$ cat src/rtl/cmp_pkg.sv
// Shared definitions for the compare/branch unit: funct3 encodings, the S1
// payload carried between pipeline stages, and the result-decode helpers.
package cmp_pkg;

  localparam logic [2:0] F3_BEQ  = 3'b000;
  localparam logic [2:0] F3_BNE  = 3'b001;
  localparam logic [2:0] F3_SLT  = 3'b010;
  localparam logic [2:0] F3_SLTU = 3'b011;
  localparam logic [2:0] F3_BLT  = 3'b100;
  localparam logic [2:0] F3_BGE  = 3'b101;
  localparam logic [2:0] F3_BLTU = 3'b110;
  localparam logic [2:0] F3_BGEU = 3'b111;

  typedef struct packed {
    logic       is_branch;
    logic [2:0] funct3;
    logic       eq;
    logic       lt;
  } s1_payload_t;

  // Signed ops share the unsigned comparator with both operand MSBs inverted.
  function automatic logic is_signed_op(input logic is_branch, input logic [2:0] funct3);
    if (is_branch) return (funct3 == F3_BLT) || (funct3 == F3_BGE);
    return funct3 == F3_SLT;
  endfunction

  // Returns {taken, slt_bit}; illegal encodings decode to zero.
  function automatic logic [1:0] resolve(input s1_payload_t p);
    logic taken;
    logic slt_bit;
    taken   = 1'b0;
    slt_bit = 1'b0;
    if (p.is_branch) begin
      case (p.funct3)
        F3_BEQ:           taken = p.eq;
        F3_BNE:           taken = !p.eq;
        F3_BLT, F3_BLTU:  taken = p.lt;
        F3_BGE, F3_BGEU:  taken = !p.lt;
        default:          taken = 1'b0;
      endcase
    end else begin
      case (p.funct3)
        F3_SLT, F3_SLTU:  slt_bit = p.lt;
        default:          slt_bit = 1'b0;
      endcase
    end
    return {taken, slt_bit};
  endfunction

endpackage

$ cat src/rtl/compare.sv
// Unsigned less-than comparator; signed compares reuse it with MSB-flipped operands.
module compare #(
  parameter int XLEN = 32
) (
  input  logic [XLEN-1:0] a,
  input  logic [XLEN-1:0] b,
  output logic            out_data
);

  assign out_data = a < b;

endmodule

$ cat src/rtl/cmp_branch_unit.sv
// Two-stage branch-resolve / set-less-than unit. S1 registers eq/lt/target,
// S2 registers the decoded result; outputs come straight from S2, gated by valid.
module cmp_branch_unit
  import cmp_pkg::*;
#(
  parameter int XLEN = 32
) (
  input  logic            clk,
  input  logic            rst,
  input  logic            in_valid,
  output logic            in_ready,
  input  logic            in_is_branch,
  input  logic [2:0]      in_funct3,
  input  logic [XLEN-1:0] in_a,
  input  logic [XLEN-1:0] in_b,
  input  logic [XLEN-1:0] in_pc,
  input  logic [XLEN-1:0] in_imm,
  input  logic            flush,
  output logic            out_valid,
  input  logic            out_ready,
  output logic [XLEN-1:0] out_data,
  output logic            out_taken,
  output logic [XLEN-1:0] out_target
);

  // Handshake: a transfer happens on a rising edge where valid&ready are both 1;
  // the producer holds its payload stable while valid=1 and ready=0.

  logic            s1_valid;
  s1_payload_t     s1_q;
  logic [XLEN-1:0] s1_target;

  logic            s2_valid;
  logic            s2_taken;
  logic            s2_slt;
  logic [XLEN-1:0] s2_target;

  logic            s2_load;
  logic [XLEN-1:0] sign_flip;
  logic [XLEN-1:0] cmp_a;
  logic [XLEN-1:0] cmp_b;
  logic            lt_raw;
  s1_payload_t     s1_d;
  logic [1:0]      s2_d;

  assign s2_load  = !s2_valid || out_ready;
  assign in_ready = !flush && (!s1_valid || s2_load);

  assign sign_flip = is_signed_op(in_is_branch, in_funct3) ? {1'b1, {(XLEN-1){1'b0}}} : '0;
  assign cmp_a     = in_a ^ sign_flip;
  assign cmp_b     = in_b ^ sign_flip;

  compare #(.XLEN(XLEN)) u_compare (
    .a        (cmp_a),
    .b        (cmp_b),
    .out_data (lt_raw)
  );

  always_comb begin
    s1_d           = '0;
    s1_d.is_branch = in_is_branch;
    s1_d.funct3    = in_funct3;
    s1_d.eq        = (in_a == in_b);
    s1_d.lt        = lt_raw;
  end

  assign s2_d = resolve(s1_q);

  // Only the valid bits are reset; payload registers load on accept.
  always_ff @(posedge clk or posedge rst) begin
    if (rst) begin
      s1_valid <= 1'b0;
    end else if (flush) begin
      s1_valid <= 1'b0;
    end else if (in_ready) begin
      s1_valid <= in_valid;
      if (in_valid) begin
        s1_q      <= s1_d;
        s1_target <= in_pc + in_imm;
      end
    end
  end

  always_ff @(posedge clk or posedge rst) begin
    if (rst) begin
      s2_valid <= 1'b0;
    end else if (flush) begin
      s2_valid <= 1'b0;
    end else if (s2_load) begin
      s2_valid <= s1_valid;
      if (s1_valid) begin
        s2_taken  <= s2_d[1];
        s2_slt    <= s2_d[0];
        s2_target <= s1_target;
      end
    end
  end

  assign out_valid  = s2_valid;
  assign out_taken  = s2_valid & s2_taken;
  assign out_data   = s2_valid ? {{(XLEN-1){1'b0}}, s2_slt} : '0;
  assign out_target = s2_valid ? s2_target : '0;

endmodule

$ cat config.mk
export PLATFORM = sky130hd
export DESIGN_NAME = cmp_branch_unit
export DESIGN_NICKNAME = d
export VERILOG_FILES = /design/src/rtl/cmp_pkg.sv /design/src/rtl/compare.sv /design/src/rtl/cmp_branch_unit.sv
export SDC_FILE = /design/constraint.sdc
export NUM_CORES = 1
export LEC_CHECK = 0
export CORE_ASPECT_RATIO = 0.9
export CORE_MARGIN = 5
export CORE_UTILIZATION = 45
export DETAILED_ROUTE_END_ITERATION = 10
export PLACE_DENSITY = 0.82
export SYNTH_ARGS = -nofsm -noshare
export SYNTH_HDL_FRONTEND = slang
export SYNTH_SLANG_ARGS = --single-unit
export TNS_END_PERCENT = 10
$ cat constraint.sdc
create_clock -name clk -period 3.8 [get_ports clk]
set_input_delay 1.14 -clock clk [delete_from_list [all_inputs] [get_ports clk]]
set_output_delay 1.14 -clock clk [all_outputs]
set_load 0.05 [all_outputs]
; ---- After elaboration in Yosys (flattened, before gate mapping)
; Index checks and enable logic that the tools add are counted.
; W data, S select, Z words.
[totals]
out_inout_bits = 67
register_bits = 74
input_bits = 137
elab_cells = 58
[op_classes]
n_addsub = 1
n_reduce_logical = 18
n_bitwise = 6
n_eq_ne = 11
mux = 11
magnitude_cmp = 1
[ops]
columns = operator, count
row1 = $mux W32, 2
row2 = $xor A32 B32 Y32, 2
row3 = $add A32 B32 Y32, 1
row4 = $eq A32 B32 Y1, 1
row5 = $lt A32 B32 Y1, 1
row6 = $eq A3 B3 Y1 const B, 6
row7 = $eq A3 B2 Y1 const B, 3
row8 = $mux W1, 8
row9 = $reduce_and A4 Y1, 2
row10 = $reduce_or A2 Y1, 4
row11 = $logic_not A1 Y1, 5
row12 = $pmux W1 S4, 1
row13 = $reduce_bool A2 Y1, 2
row14 = $eq A3 B1 Y1 const B, 1
row15 = $logic_not A3 Y1, 1
row16 = $logic_or A1 B1 Y1, 3
row17 = $not A1 Y1, 3
row18 = $and A1 B1 Y1, 1
row19 = $logic_and A1 B1 Y1, 1

; ---- Longest topological paths before layout
; Gate-level depths: netlist of run 1.
[depth]
ltp_word = 7
ltp_mapped = 9
mapped_depth_nobuf = 9

; ---- Hierarchy
; A second synthesis of run 1 with hierarchy kept.
[hier_totals]
hier_cells = 552
area_unflattened_um2 = 5652.9
[modules_own_cells]
columns = mod, area_per_inst_um2, n_inst, cells_per_inst, seq_area_each_um2
row1 = cmp_branch_unit, 4875.9, 1, 444, 2212.1
row2 = compare, 777.0, 1, 108, 0.0

; ---- Worst setup path before layout of run 1
; Ideal clock, no wire load.
[synth_timing]
kind = input -> register
start = in flush
end = reg s1_q[0] in the netlist's numbering, enable pin
arrival_ns = 3.193
slack_ns = 0.161
t_required_ns = 3.354
n_path_buf = 0
stages = 3
cell_sequence = nor2_1 -> nand2_1 -> a21oi_1
[synth_between]
elab_chain_len = 3
elab_cells_between_ends = 4
[synth_lines]
columns = element, line_no
row1 = "start, declared", cmp_branch_unit.sv:18  ; input logic flush,
row2 = $logic_not A1 Y1, cmp_branch_unit.sv:47  ; assign in_ready = !flush && (!s1_valid || s2_load);
row3 = $logic_and A1 B1 Y1, cmp_branch_unit.sv:47
row4 = $reduce_and A4 Y1 (no line) (*), n/a
row5 = "end signal, assigned", cmp_branch_unit.sv:78  ; s1_q <= s1_d;
row6 = "end, declared", cmp_branch_unit.sv:30  ; s1_payload_t s1_q;
; Mark *: on every way between the ends. The rest lies on a longest branch, timed or not.
; A chain may end at the register's enable or synchronous reset.

; ---- Worst setup path in the final report of run 1
[layout_timing]
start = in in_pc[0]
end = reg s1_target[28], data pin
[layout_between]
elab_chain_len = 1
[layout_lines]
columns = element, line_no
row1 = "start, declared", cmp_branch_unit.sv:16  ; input logic [XLEN-1:0] in_pc,
row2 = $add A32 B32 Y32, cmp_branch_unit.sv:79  ; s1_target <= in_pc + in_imm;
row3 = "end signal, assigned", cmp_branch_unit.sv:79
row4 = "end, declared", cmp_branch_unit.sv:31  ; logic [XLEN-1:0] s1_target;
; Every way passes these cells.

==> results.json, run 1 <==
{
  "status": "completed",
  "wire_length_of_the_first_global_routing_pass_mm": 20.94,
  "total_clock_buffers_created_by_cts": 9,
  "grt_use_total": 0.1808,
  "synth_seq_area_share": 0.4182,
  "skew_ns": 0.01006,
  "synth_enable_flop_cells": 72,
  "chip_height_um": 112.9,
  "cp_cell_sequence": "clkdlybuf4s50_1 > ha_1 > fa_1 > a21o_1 > a221oi_4 > o31a_4 > o211ai_2 > a211o_1 > a221oi_2 > xnor2_1",
  "cts_repair_resize_count": 0,
  "report.final.slew_viol_count": 0,
  "cp-start-kind": "primary input",
  "post-synth-top-count-cell": "edfxtp_1",
  "clock_tree.htree_level_count": 3,
  "cts_tree": "yes",
  "final_net_count": 900,
  "synth_top_area_cell": "edfxtp_1",
  "fill_cells": 914,
  "grt_antenna_before_repair": 0,
  "setup.worst_path.class": "in2reg",
  "final-hold-violation-count": 0,
  "power_leakage_uw": 0.003201,
  "count_of_unresolved_drc_violations_after_routing": 0,
  "timing.critical_path.arrival_ns": 3.69,
  "worst_path_largest_cell_delay_ns": 0.41,
  "iteration_count_of_the_initial_detailed_routing_pass": 5,
  "share_of_yosys_cell_area_claimed_by_the_top_area_cell_type": 0.4087,
  "detailedRoute.firstIterationViolations": 208,
  "ys_async_sr_fraction": 0.02703,
  "ys_types": 58,
  "r2r_slack_ns": 2.02,
  "totalPowerFinal_uw": 2451,
  "critPathSlowestCell": "clkdlybuf4s50_1",
  "pre_cts_slack_ns": -0.1489,
  "max_slew_margin": 0.6364,
  "ir_drop_v": 0.0002048,
  "syn_area_um2": 5290,
  "worst-path-max-fanout": 4,
  "post-route-worst-setup-slack_ns": 0.1928,
  "post_route_cells_drive_above_1_share": 0.07518,
  "fp.dieW_um": 124.3,
  "first_global_vias": 4412,
  "cts.reportedPaths.clkPinSlew_ns": 0.06,
  "critical_path_cell_count": 10,
  "wl_per_cell_um": 15.07,
  "clk_root_buffer_cell": "clkbuf_16",
  "final_cell_area_um2": 7507,
  "placeableCoreArea_um2": 11480,
  "place_inst": 845,
  "num_rows": 37,
  "cap_violations": 0,
  "largest_net_degree_at_the_start_of_global_routing": 39,
  "synth.area.top_cells": "edfxtp_1 41%, ha_1 15%, buf_4 4.7%, a21o_1 4.3%, and2_1 4.0%",
  "grt_setup_unrepaired": "false",
  "transition_time_of_the_tightest_slew_check_pin_ns": 0.5437,
  "detail-route-antenna-nets": 0,
  "post_cts_setup_buffer_count": 0,
  "critPathCaptureType": "flop",
  "layout-area-overhead-vs-synth_pct": 41.91,
  "post_layout_nonfiller_instances": 861,
  "clock_sinks": 74,
  "cp.buffers_inverters": 1,
  "gp_routability_congestion": 0.8890,
  "clockBufferDepth": 2,
  "period_share": 0.9493,
  "source_to_sink_clock_delay_at_the_later_pin_of_the_worst_skew_pair_ns": 0.33,
  "setup_viol": 0,
  "r2r_cells": 4,
  "leftover_overflow_at_the_end_of_global_routing": 0,
  "total_of_hold_buffers_inserted_after_clock_tree_synthesis": 0,
  "detailroute.via_count": 4352,
  "floorplan.initialDensity": 0.4608,
  "synth_flop_cell": "edfxtp_1",
  "detailedPlacementHpwl_mm": 10.88,
  "avgViaCountPerCell": 5.055,
  "required_ns": 3.88,
  "drt-total-wl_mm": 12.97,
  "diodes": 0,
  "numPortBuffers": 172,
  "total_placed_instance_area_um2": 7226,
  "fp.dieArea_um2": 14030,
  "critical_path.top_delay_family": "compound AO/OA/AOI/OAI gates",
  "post_synth.cell_area_avg_um2": 10.48,
  "top_level_ports": 204,
  "hp-class": "reg2reg",
  "min_delay_path_depth": 0,
  "commonest_cells_in_the_netlist": "72 x edfxtp_1, 62 x ha_1, 40 x a21oi_1",
  "yosys_register_bits": 74,
  "synthCells": 505,
  "power.density_nw_per_um2": 326.5,
  "clock_period_minus_final_worst_setup_slack_ns": 3.607,
  "maxClockFrequency_ghz": 0.2772,
  "yosys_warnings": 0
}
-- worst paths after layout --
| kind | from | to |
|---|---|---|
| setup / recovery | in_pc[0] | s1_target[28] |
| hold / removal | s1_target[11] | s2_target[11] |
| setup reg to reg | out_valid | s1_q[2] |
| hold reg to reg | s1_target[11] | s2_target[11] |
| max in group asynchronous | rst | out_valid |
| min in group asynchronous | rst | s1_valid |
-- worst reg2reg max path: stages (launching register included) --
cell     delay, ns
dfrtp_1       0.49
nor2b_1       0.20
buf_4         0.16
a21oi_4       0.13
buf_4         0.43
-- cell usage in the layout (no fill, tap or decap), types with 3 or more instances in the layout --
master and n:
and4_1 3, xnor2_1 21, ha_1 62, a221oi_1 3, nor2_1 25, a211oi_1 3
clkdlybuf4s50_1 171, conb_1 31, a31oi_1 3, inv_1 39, nand2_1 23, and3_1 5
buf_4 25, nand2b_1 3, a211o_1 3, o21a_1 4, xor2_1 10, nand4_1 8
clkbuf_16 9, o211ai_1 3, clkinv_4 5, o21ai_0 17, a21oi_1 39, nor2b_1 5
and2_1 34, nand3_1 8, edfxtp_1 72, a21o_1 30
-- area by class of cell --
| class | count | area [um^2] | area share |
|---|---|---|---|
| multi-input cells | 380 | 2773 | 0.3693 |
| clock buffers | 9 | 225.2 | 0.03000 |
| repair buffers | 196 | 1899 | 0.2530 |
| inverters | 39 | 146.4 | 0.01950 |
| well taps | 156 | 195.2 | 0.02600 |
| flip-flops and latches | 74 | 2212 | 0.2947 |
| clock inverters | 7 | 56.30 | 0.007500 |
-- report_power, final --
group / switching, uW / internal [uW]
sequential: 9.10 / 944
combinational: 384 / 347
clock: 322 / 445
total: 715 / 1740
-- state kept, by name, summed over array words and instances (netlist names) --
register   cells
out_valid      1
s1_q           6
s1_target     32
s1_valid       1
s2_slt         1
s2_taken       1
s2_target     32
-- stage by stage --
| step | utilization | hold WS, ns | TNS [ns] |
|---|---|---|---|
| 2_1_floorplan | - | 0.4003 | 0 |
| 3_3_place_gp | 0.6294 | 0.4009 | -0.1722 |
| 3_5_place_dp | 0.6294 | 0.4045 | -0.4405 |
| 4_1_cts | 0.6539 | 0.4171 | 0 |
| 5_1_grt | 0.6539 | 0.4204 | 0 |
| 6_report | 0.6539 | 0.4144 | 0 |
-- cell families after synthesis --
kind of cell	share of synthesized area
AOI/OAI and AO/OA	0.1696
and+or+nand+nor	0.1254
buffers and inverters	0.08255
DFF	0.4182
adders and majority gates	0.1504
xor gates and xnor gates	0.05132
other	0.0007089
muxes	0.001892
-- routing by layer --
layer / global-route usage / share of wire / routed length, um / vias up
li1: - / - / - / 2183
met1: 0.2197 / 0.43 / 5554 / 2010
met2: 0.3278 / 0.51 / 6680 / 147
met3: 0.03020 / 0.044 / 565 / 12
met4: 0.05917 / 0.013 / 172 / 0
met5: 0 / 0 / 0 / -
Note: power is estimated with default switching activity, not from simulation.
==> run 2: changes to the inputs <==
--- a/config.mk
+++ b/config.mk
@@ -8,7 +8,9 @@
 export CORE_ASPECT_RATIO = 0.9
 export CORE_MARGIN = 5
 export CORE_UTILIZATION = 45
+export CTS_CLUSTER_DIAMETER = 100
 export DETAILED_ROUTE_END_ITERATION = 10
+export GPL_TIMING_DRIVEN = 0
 export PLACE_DENSITY = 0.82
 export SYNTH_ARGS = -nofsm -noshare
 export SYNTH_HDL_FRONTEND = slang
==> run 2 against run 1 <==
  * Final cell count increased by 2.4%
  * Critical path depth unchanged
  * Via count up 1.7%
  * Global-route usage about the same
  * Die area unchanged
  * Combinational power rose by 0.7%
  * Register-to-register slack got worse by 0.08 ns
  * First-iteration DRC count is 0.96% lower
  * Clock power up 11%
  * Clock skew decreased by 0.0015 ns
  * Core utilization increased by 1.7 points
  * Critical path type unchanged
  * Largest cell class unchanged
  * Largest power group unchanged
==> results.json, run 2 (synthesized netlist as in run 1, its figures left out) <==
{
  "status": "completed",
  "crit_end": "s1_target[28]",
  "clk_root_buffer_cell": "clkbuf_16",
  "clockBufferDepth": 2,
  "detail-route-antenna-nets": 0,
  "fin_setup_tns_ns": 0,
  "wire_length_of_the_first_global_routing_pass_mm": 21.02,
  "layout-area-overhead-vs-synth_pct": 45.53,
  "report.final.slew_viol_count": 0,
  "grt_use_total": 0.1803,
  "critPathCaptureType": "flop",
  "avgViaCountPerCell": 5.017,
  "hp-class": "reg2reg",
  "biggestRegsByFlops": "s1_target (32), s2_target (32), s1_q (6)",
  "clock_tree.htree_level_count": 3,
  "transition_time_of_the_tightest_slew_check_pin_ns": 0.9114,
  "iteration_count_of_the_initial_detailed_routing_pass": 4,
  "largest_net_degree_at_the_start_of_global_routing": 35,
  "clock_period_minus_final_worst_setup_slack_ns": 3.699,
  "total_of_hold_buffers_inserted_after_clock_tree_synthesis": 0,
  "post_route_cells_drive_above_1_share": 0.09504,
  "numPortBuffers": 172,
  "period_share": 0.9734,
  "fp.dieArea_um2": 14030,
  "gp_routability_congestion": 0.8713,
  "final-hold-violation-count": 0,
  "place_inst": 864,
  "mostFrequentLayoutCells": "171 x clkdlybuf4s50_1, 72 x edfxtp_1, 62 x ha_1",
  "timing.critical_path.arrival_ns": 3.76,
  "diodes": 0,
  "placeableCoreArea_um2": 11480,
  "num_rows": 37,
  "cts.reportedPaths.clkPinSlew_ns": 0.06,
  "cp-start-kind": "primary input",
  "clock_sinks": 74,
  "maxClockFrequency_ghz": 0.2704,
  "top_level_ports": 204,
  "wl_per_cell_um": 14.75,
  "critical_path_origin": "in_pc[0]",
  "power.density_nw_per_um2": 330.4,
  "mostFrequentLayoutCell": "clkdlybuf4s50_1",
  "chip_height_um": 112.9,
  "detailroute.via_count": 4425,
  "count_of_unresolved_drc_violations_after_routing": 0,
  "detailedPlacementHpwl_mm": 10.88,
  "first_global_vias": 4355,
  "cts_tree": "yes",
  "detailedRoute.firstIterationViolations": 206,
  "max_slew_margin": 0.3909,
  "leftover_overflow_at_the_end_of_global_routing": 0,
  "fill_cells": 897,
  "final_net_count": 921,
  "required_ns": 3.87,
  "drt-total-wl_mm": 13.01,
  "source_to_sink_clock_delay_at_the_later_pin_of_the_worst_skew_pair_ns": 0.33,
  "grt_antenna_before_repair": 0,
  "fin_hold_ws_ns": 0.4139,
  "total_clock_buffers_created_by_cts": 9,
  "r2r_cells": 2,
  "power_leakage_uw": 0.003315,
  "fp.dieW_um": 124.3,
  "post_layout_nonfiller_instances": 882,
  "setup_viol": 0,
  "r2r_slack_ns": 1.94,
  "ir_drop_v": 0.0002565,
  "setup.worst_path.class": "in2reg",
  "critical_path.reg2reg.endpoint": "s2_target[13]",
  "skew_ns": 0.008530,
  "regToRegStartpoint": "out_valid",
  "cap_violations": 0,
  "floorplan.initialDensity": 0.4608,
  "worst-path-max-fanout": 4
}
==> run 2: cell count changes in the layout (fill, tap and decap cells not counted), moves of 2 or more <==
cell,before,now
clkinv_4,5,2
clkbuf_1,0,7
buf_4,25,35
inv_6,0,2
==> run 2: how the worst min path moves through the flow <==
stage	startpoint	endpoint	cells after the start
floorplan	s1_target[0]	s2_target[0]	0
global placement	s1_target[27]	s2_target[27]	0
detailed placement	s1_target[13]	s2_target[13]	0
CTS	s1_target[26]	s2_target[26]	0
global route	s1_target[26]	s2_target[26]	0
finish	s1_target[26]	s2_target[26]	0
==> run 2: through the flow <==
| stage | cell area, um^2 | util | total power, uW | setup WS (ns) |
|---|---|---|---|---|
| floorplan | 5403 | - | 1436 | 0.1614 |
| global placement | 7320 | 0.6375 | 1675 | -1.070 |
| detailed placement | 7366 | 0.6416 | 1697 | -0.2844 |
| CTS | 7676 | 0.6686 | 2554 | 0.04579 |
| global route | 7699 | 0.6706 | 2664 | -0.03083 |
| finish | 7699 | 0.6706 | 2543 | 0.1012 |
==> run 2: critical path, stage by stage <==
cell and delay, ns:
clkdlybuf4s50_1 0.40, ha_1 0.25, fa_2 0.37, a21o_1 0.24, a221oi_4 0.28, o31a_4 0.21
o211ai_2 0.13, a211o_1 0.36, a221oi_2 0.27, xnor2_1 0.10
==> run 2: area by class of cell <==
class	count	area [um^2]	area share
Buffer	42	290.3	0.03771
Clock buffer	9	225.2	0.02925
Inverter	39	146.4	0.01902
Timing Repair Buffer	175	1763	0.2290
Clock inverter	7	83.83	0.01089
Sequential cell	74	2212	0.2873
Tap cell	156	195.2	0.02535
Multi-Input combinational cell	380	2783	0.3615
==> run 2: what timing repair did <==
| action | in CTS | in global routing |
|---|---|---|
| setup buffers | 0 | 2 |
| cloned | 0 | 0 |
| setup endpoints to repair | 1 | 2 |
| pin swaps | 0 | 2 |
| resized for setup | 2 | 2 |
==> run 2: routing by layer <==
| layer | share of wire | wire [um] | GRT usage | up-vias |
|---|---|---|---|---|
| met5 | 0 | 0 | 0 | - |
| met4 | 0.016 | 206 | 0.05259 | 0 |
| met3 | 0.049 | 636 | 0.02879 | 14 |
| met2 | 0.51 | 6582 | 0.3271 | 161 |
| met1 | 0.43 | 5584 | 0.2225 | 2024 |
| li1 | - | - | - | 2226 |
==> run 2: where the power goes <==
group | switching [uW] | internal [uW] | leakage, uW
logic | 384 | 351 | 0.00248
registers | 9.47 | 944 | 0.000688
clock network | 335 | 519 | 0.000149
total | 729 | 1810 | 0.00331
==> RTL edit 1: new RTL, flow settings as in run 1 <==
`XLEN` is set to 32 in 2 places; all go to 24.
--- a/src/rtl/compare.sv
+++ b/src/rtl/compare.sv
@@ -1,6 +1,6 @@
 // Unsigned less-than comparator; signed compares reuse it with MSB-flipped operands.
 module compare #(
-  parameter int XLEN = 32
+  parameter int XLEN = 24
 ) (
   input  logic [XLEN-1:0] a,
   input  logic [XLEN-1:0] b,
--- a/src/rtl/cmp_branch_unit.sv
+++ b/src/rtl/cmp_branch_unit.sv
@@ -3,7 +3,7 @@
 module cmp_branch_unit
   import cmp_pkg::*;
 #(
-  parameter int XLEN = 32
+  parameter int XLEN = 24
 ) (
   input  logic            clk,
   input  logic            rst,
Ports: changed (6 resized); port bits go from 204 to 156. No check against the original RTL was run, so the function may have changed too.
==> RTL edit 1 against run 1 <==
Cell area down 24%; clock power decreased by 37%; first-iteration DRC count decreased by 25%; wire length down 29%; cell count shrank 23%; count of clock-buffer cells in the layout did not move; hold slack improved by 0.0024 ns; global-route usage fell by 1.5 points; total power shrank 28%; setup slack gained 0.22 ns; utilization decreased by 2.6 points; sequential cell count fell by 16; synthesized area decreased by 22%; largest power group unchanged.
==> RTL edit 1: results <==
{
  "run_status": "completed",
  "grt_start_max_net_pins": 31,
  "drt_iter0_markers": 155,
  "worstSkewPairLatency_ns": 0.31,
  "wl_met3_um": 540,
  "leakagePower_nw": 2.37,
  "place_area_um2": 5510,
  "relSlewSlack_pct": 61.1,
  "use_met3_pct": 3.36,
  "hold_ws_ns": 0.417,
  "p_int_mw": 1.27,
  "first_pass_iters": 4,
  "top_regs": "s1_target (24), s2_target (24), s1_q (6)",
  "place_congestion": 0.925,
  "multi_input_area_share_pct": 38.2,
  "clock_area_share_pct": 3.04,
  "fill_cells": 752,
  "synth_async_sr_flop_share_pct": 3.45,
  "vias": 3335,
  "seqCellArea_um2": 1730,
  "syn-cell-area_um2": 4140,
  "use_met1_pct": 21.0,
  "grt_pass1_wl_um": 15200,
  "drive_gt1_share_pct": 4.81,
  "viasPerCell": 5.04,
  "wl_met2_um": 4670,
  "clockRootBuffer": "clkbuf_8",
  "clock_skew_ns": 0.00584,
  "dp_slack_ns": 0.157,
  "r2r_end": "s1_target[21]",
  "syn_to_final_growth_pct": 37.1,
  "nNonClkInverters": 32,
  "min_to": "s2_target[14]",
  "synthTopCellsByCount": "56 x edfxtp_1, 46 x ha_1, 36 x a21oi_1, 32 x inv_1, 29 x and2_1",
  "nonClockBufferCount": 134,
  "seqPwrFrac_pct": 42.3,
  "seq_area_frac_synth_pct": 41.8,
  "wl_per_cell_um": 14.0,
  "port_buffers": 132,
  "final_nets": 688,
  "seq_cells": 58,
  "r2r_cells": 3,
  "placed_cells": 647,
  "path_max_fanout": 5,
  "clk_pin_slew_worst_paths_ns": 0.06,
  "synth.distinct_cells": 54,
  "drt-met1-wl_um": 3940,
  "cp.arrival_ns": 2.24,
  "layout.nonclk_buf_share_pct": 23.5,
  "multi_input_gates": 301,
  "hpwlAfterDp_um": 7960,
  "synthTopCellsByArea": "edfxtp_1 41%, ha_1 14%, buf_4 4.5%, and2_1 4.4%, a21oi_1 4.3%"
}
RTL edit 1: cell types whose count changed in the layout (fill, tap and decap cells not counted), moves of 11 or more:
cell,change
clkdlybuf4s50_1,-40
buf_4,-22
edfxtp_1,-16
ha_1,-16
a21o_1,-11
RTL edit 1: cell families after synthesis:
group | synth area share (%)
other | 0.0905
xor gates and xnor gates | 4.23
and+or+nand+nor | 14.5
AOI/OAI and AO/OA | 16.6
buffers and inverters | 7.97
DFF | 41.8
muxes | 0.483
adders and majority gates | 14.4
RTL edit 1: worst max-delay path: cells and delay by family:
family / cells / cell delay [ns]
AOI/OAI and AO/OA: 1 / 0.13
buffers and inverters: 2 / 0.61
and+or+nand+nor: 1 / 0.37
RTL edit 1: power groups by stage:
stage	combinational, mW	clock [mW]	sequential [mW]
floorplan	0.356	0	0.758
global placement	0.516	0	0.759
detailed placement	0.528	0	0.760
CTS	0.530	0.501	0.747
global route	0.581	0.535	0.749
finish	0.532	0.485	0.747
==> RTL edit 2: new RTL, settings of run 1 <==
Made on the original files. Reset style: synchronous (`rst`), changed in 2 clocked blocks.
--- a/src/rtl/cmp_branch_unit.sv
+++ b/src/rtl/cmp_branch_unit.sv
@@ -67,7 +67,7 @@
   assign s2_d = resolve(s1_q);
 
   // Only the valid bits are reset; payload registers load on accept.
-  always_ff @(posedge clk or posedge rst) begin
+  always_ff @(posedge clk) begin
     if (rst) begin
       s1_valid <= 1'b0;
     end else if (flush) begin
@@ -81,7 +81,7 @@
     end
   end
 
-  always_ff @(posedge clk or posedge rst) begin
+  always_ff @(posedge clk) begin
     if (rst) begin
       s2_valid <= 1'b0;
     end else if (flush) begin
Function: differs if rst is asserted again (counterexample within 4 cycles, from zero or initial values and one cycle with rst high); with rst held inactive, the same outputs for 10 cycles.
==> RTL edit 2 against run 1 <==
Count of clock-buffer cells in the layout stayed put; first-iteration DRC count is 16% lower; sequential cell count stayed put; synthesized area is 1.3% lower; setup slack worse by 0.014 ns; cell area is 0.98% higher; fmax is 0.40% lower; hold slack worse by 0.0014 ns; combinational power is 8.9% lower; total power is 8.0% higher; critical path depth is 2 higher; register-to-register slack better by 0.24 ns; wire length is 1.7% lower.
==> RTL edit 2: results <==
{
  "synth_fa_ha_area_share_pct": 15.2,
  "first_pass_iters": 4,
  "synthTopCellsByCount": "72 x edfxtp_1, 62 x ha_1, 50 x a21oi_1, 40 x inv_1, 35 x and2_1",
  "cts_buffers": 9,
  "leakagePower_nw": 3.15,
  "synth_async_sr_flop_share_pct": 0,
  "hold_ws_ns": 0.413,
  "final_nets": 909,
  "synth.avg_cell_area_um2": 10.3,
  "r2r_slack_ns": 2.26,
  "synthXorXnorAreaFrac_pct": 5.37,
  "drive_gt1_share_pct": 8.26,
  "place_congestion": 0.868,
  "instances_no_fill": 870,
  "fill_cells": 899,
  "seq_area_frac_synth_pct": 42.2,
  "grt_util_all_layers_pct": 17.9,
  "worstMarginPinSlew_ns": 0.537,
  "placed_cells": 854,
  "synth.distinct_cells": 57,
  "run_status": "completed",
  "wl_per_cell_um": 14.7,
  "viasPerCell": 4.96,
  "place_area_um2": 7210,
  "synthTopCellsByArea": "edfxtp_1 41%, ha_1 15%, a21oi_1 4.8%, buf_4 4.5%, and2_1 4.2%",
  "drt_iter0_markers": 174,
  "path_max_fanout": 3,
  "hpwlAfterDp_um": 10700,
  "cp.arrival_ns": 3.70,
  "clock_skew_ns": 0.00523,
  "synth_mux_area_share_pct": 0
}
RTL edit 2: cells by family after synthesis:
logic type                 count (synthesis)
xor gates and xnor gates                  32
and+or+nand+nor                          132
DFF                                       74
AOI/OAI and AO/OA                        128
other                                      1
buffers and inverters                     77
adders and majority gates                 63
RTL edit 2: worst reg2reg max path, stage by stage, from the launching register on:
cell     delay, ns
dfxtp_1       0.32
nor2b_1       0.14
buf_4         0.16
a21oi_4       0.13
buf_4         0.42
RTL edit 2: final timing paths:
kind / start / endpoint / cells after the start
setup / recovery: in_imm[6] / s1_target[31] / 12
hold / removal: s1_target[6] / s2_target[6] / 0
setup reg to reg: out_valid / s1_target[3] / 4
hold reg to reg: s1_target[6] / s2_target[6] / 0
RTL edit 2: where the power goes:
group | total, mW | switching, mW | internal, mW | leakage, nW
logic | 0.666 | 0.341 | 0.325 | 2.31
registers | 0.961 | 0.0101 | 0.951 | 0.669
clock network | 1.02 | 0.313 | 0.707 | 0.176
total | 2.65 | 0.664 | 1.98 | 3.15
RTL edit 2: layout make-up:
class	count	share of cell area, %
Clock buffer	9	2.97
Clock inverter	7	1.86
Timing Repair Buffer	198	25.3
Inverter	40	1.98
Multi-Input combinational cell	386	36.3
Sequential cell	74	29.0
Tap cell	156	2.57
RTL edit 2: metrics by stage:
| step | utilization (%) | setup WS (ns) |
|---|---|---|
| 6_report | 66.6 | 0.178 |
| 5_1_grt | 66.6 | 0.0194 |
| 4_1_cts | 66.5 | 0.0554 |
| 3_5_place_dp | 63.3 | -0.196 |
| 3_3_place_gp | 63.3 | -0.0450 |
| 2_1_floorplan | - | 0.122 |
RTL edit 2: what timing repair did:
action	4_1_cts	5_1_grt
gates resized for setup	0	3
hold endpoints to repair	0	0
endpoints found under the setup margin	0	2
RTL edit 2: metal layers:
metal	vias to the layer above	track usage (%)	part of all wire, %
met4	0	6.13	2.0
met1	1968	20.0	39
met3	22	2.87	6.0
met5	-	0	0
li1	2187	-	-
met2	137	33.9	53
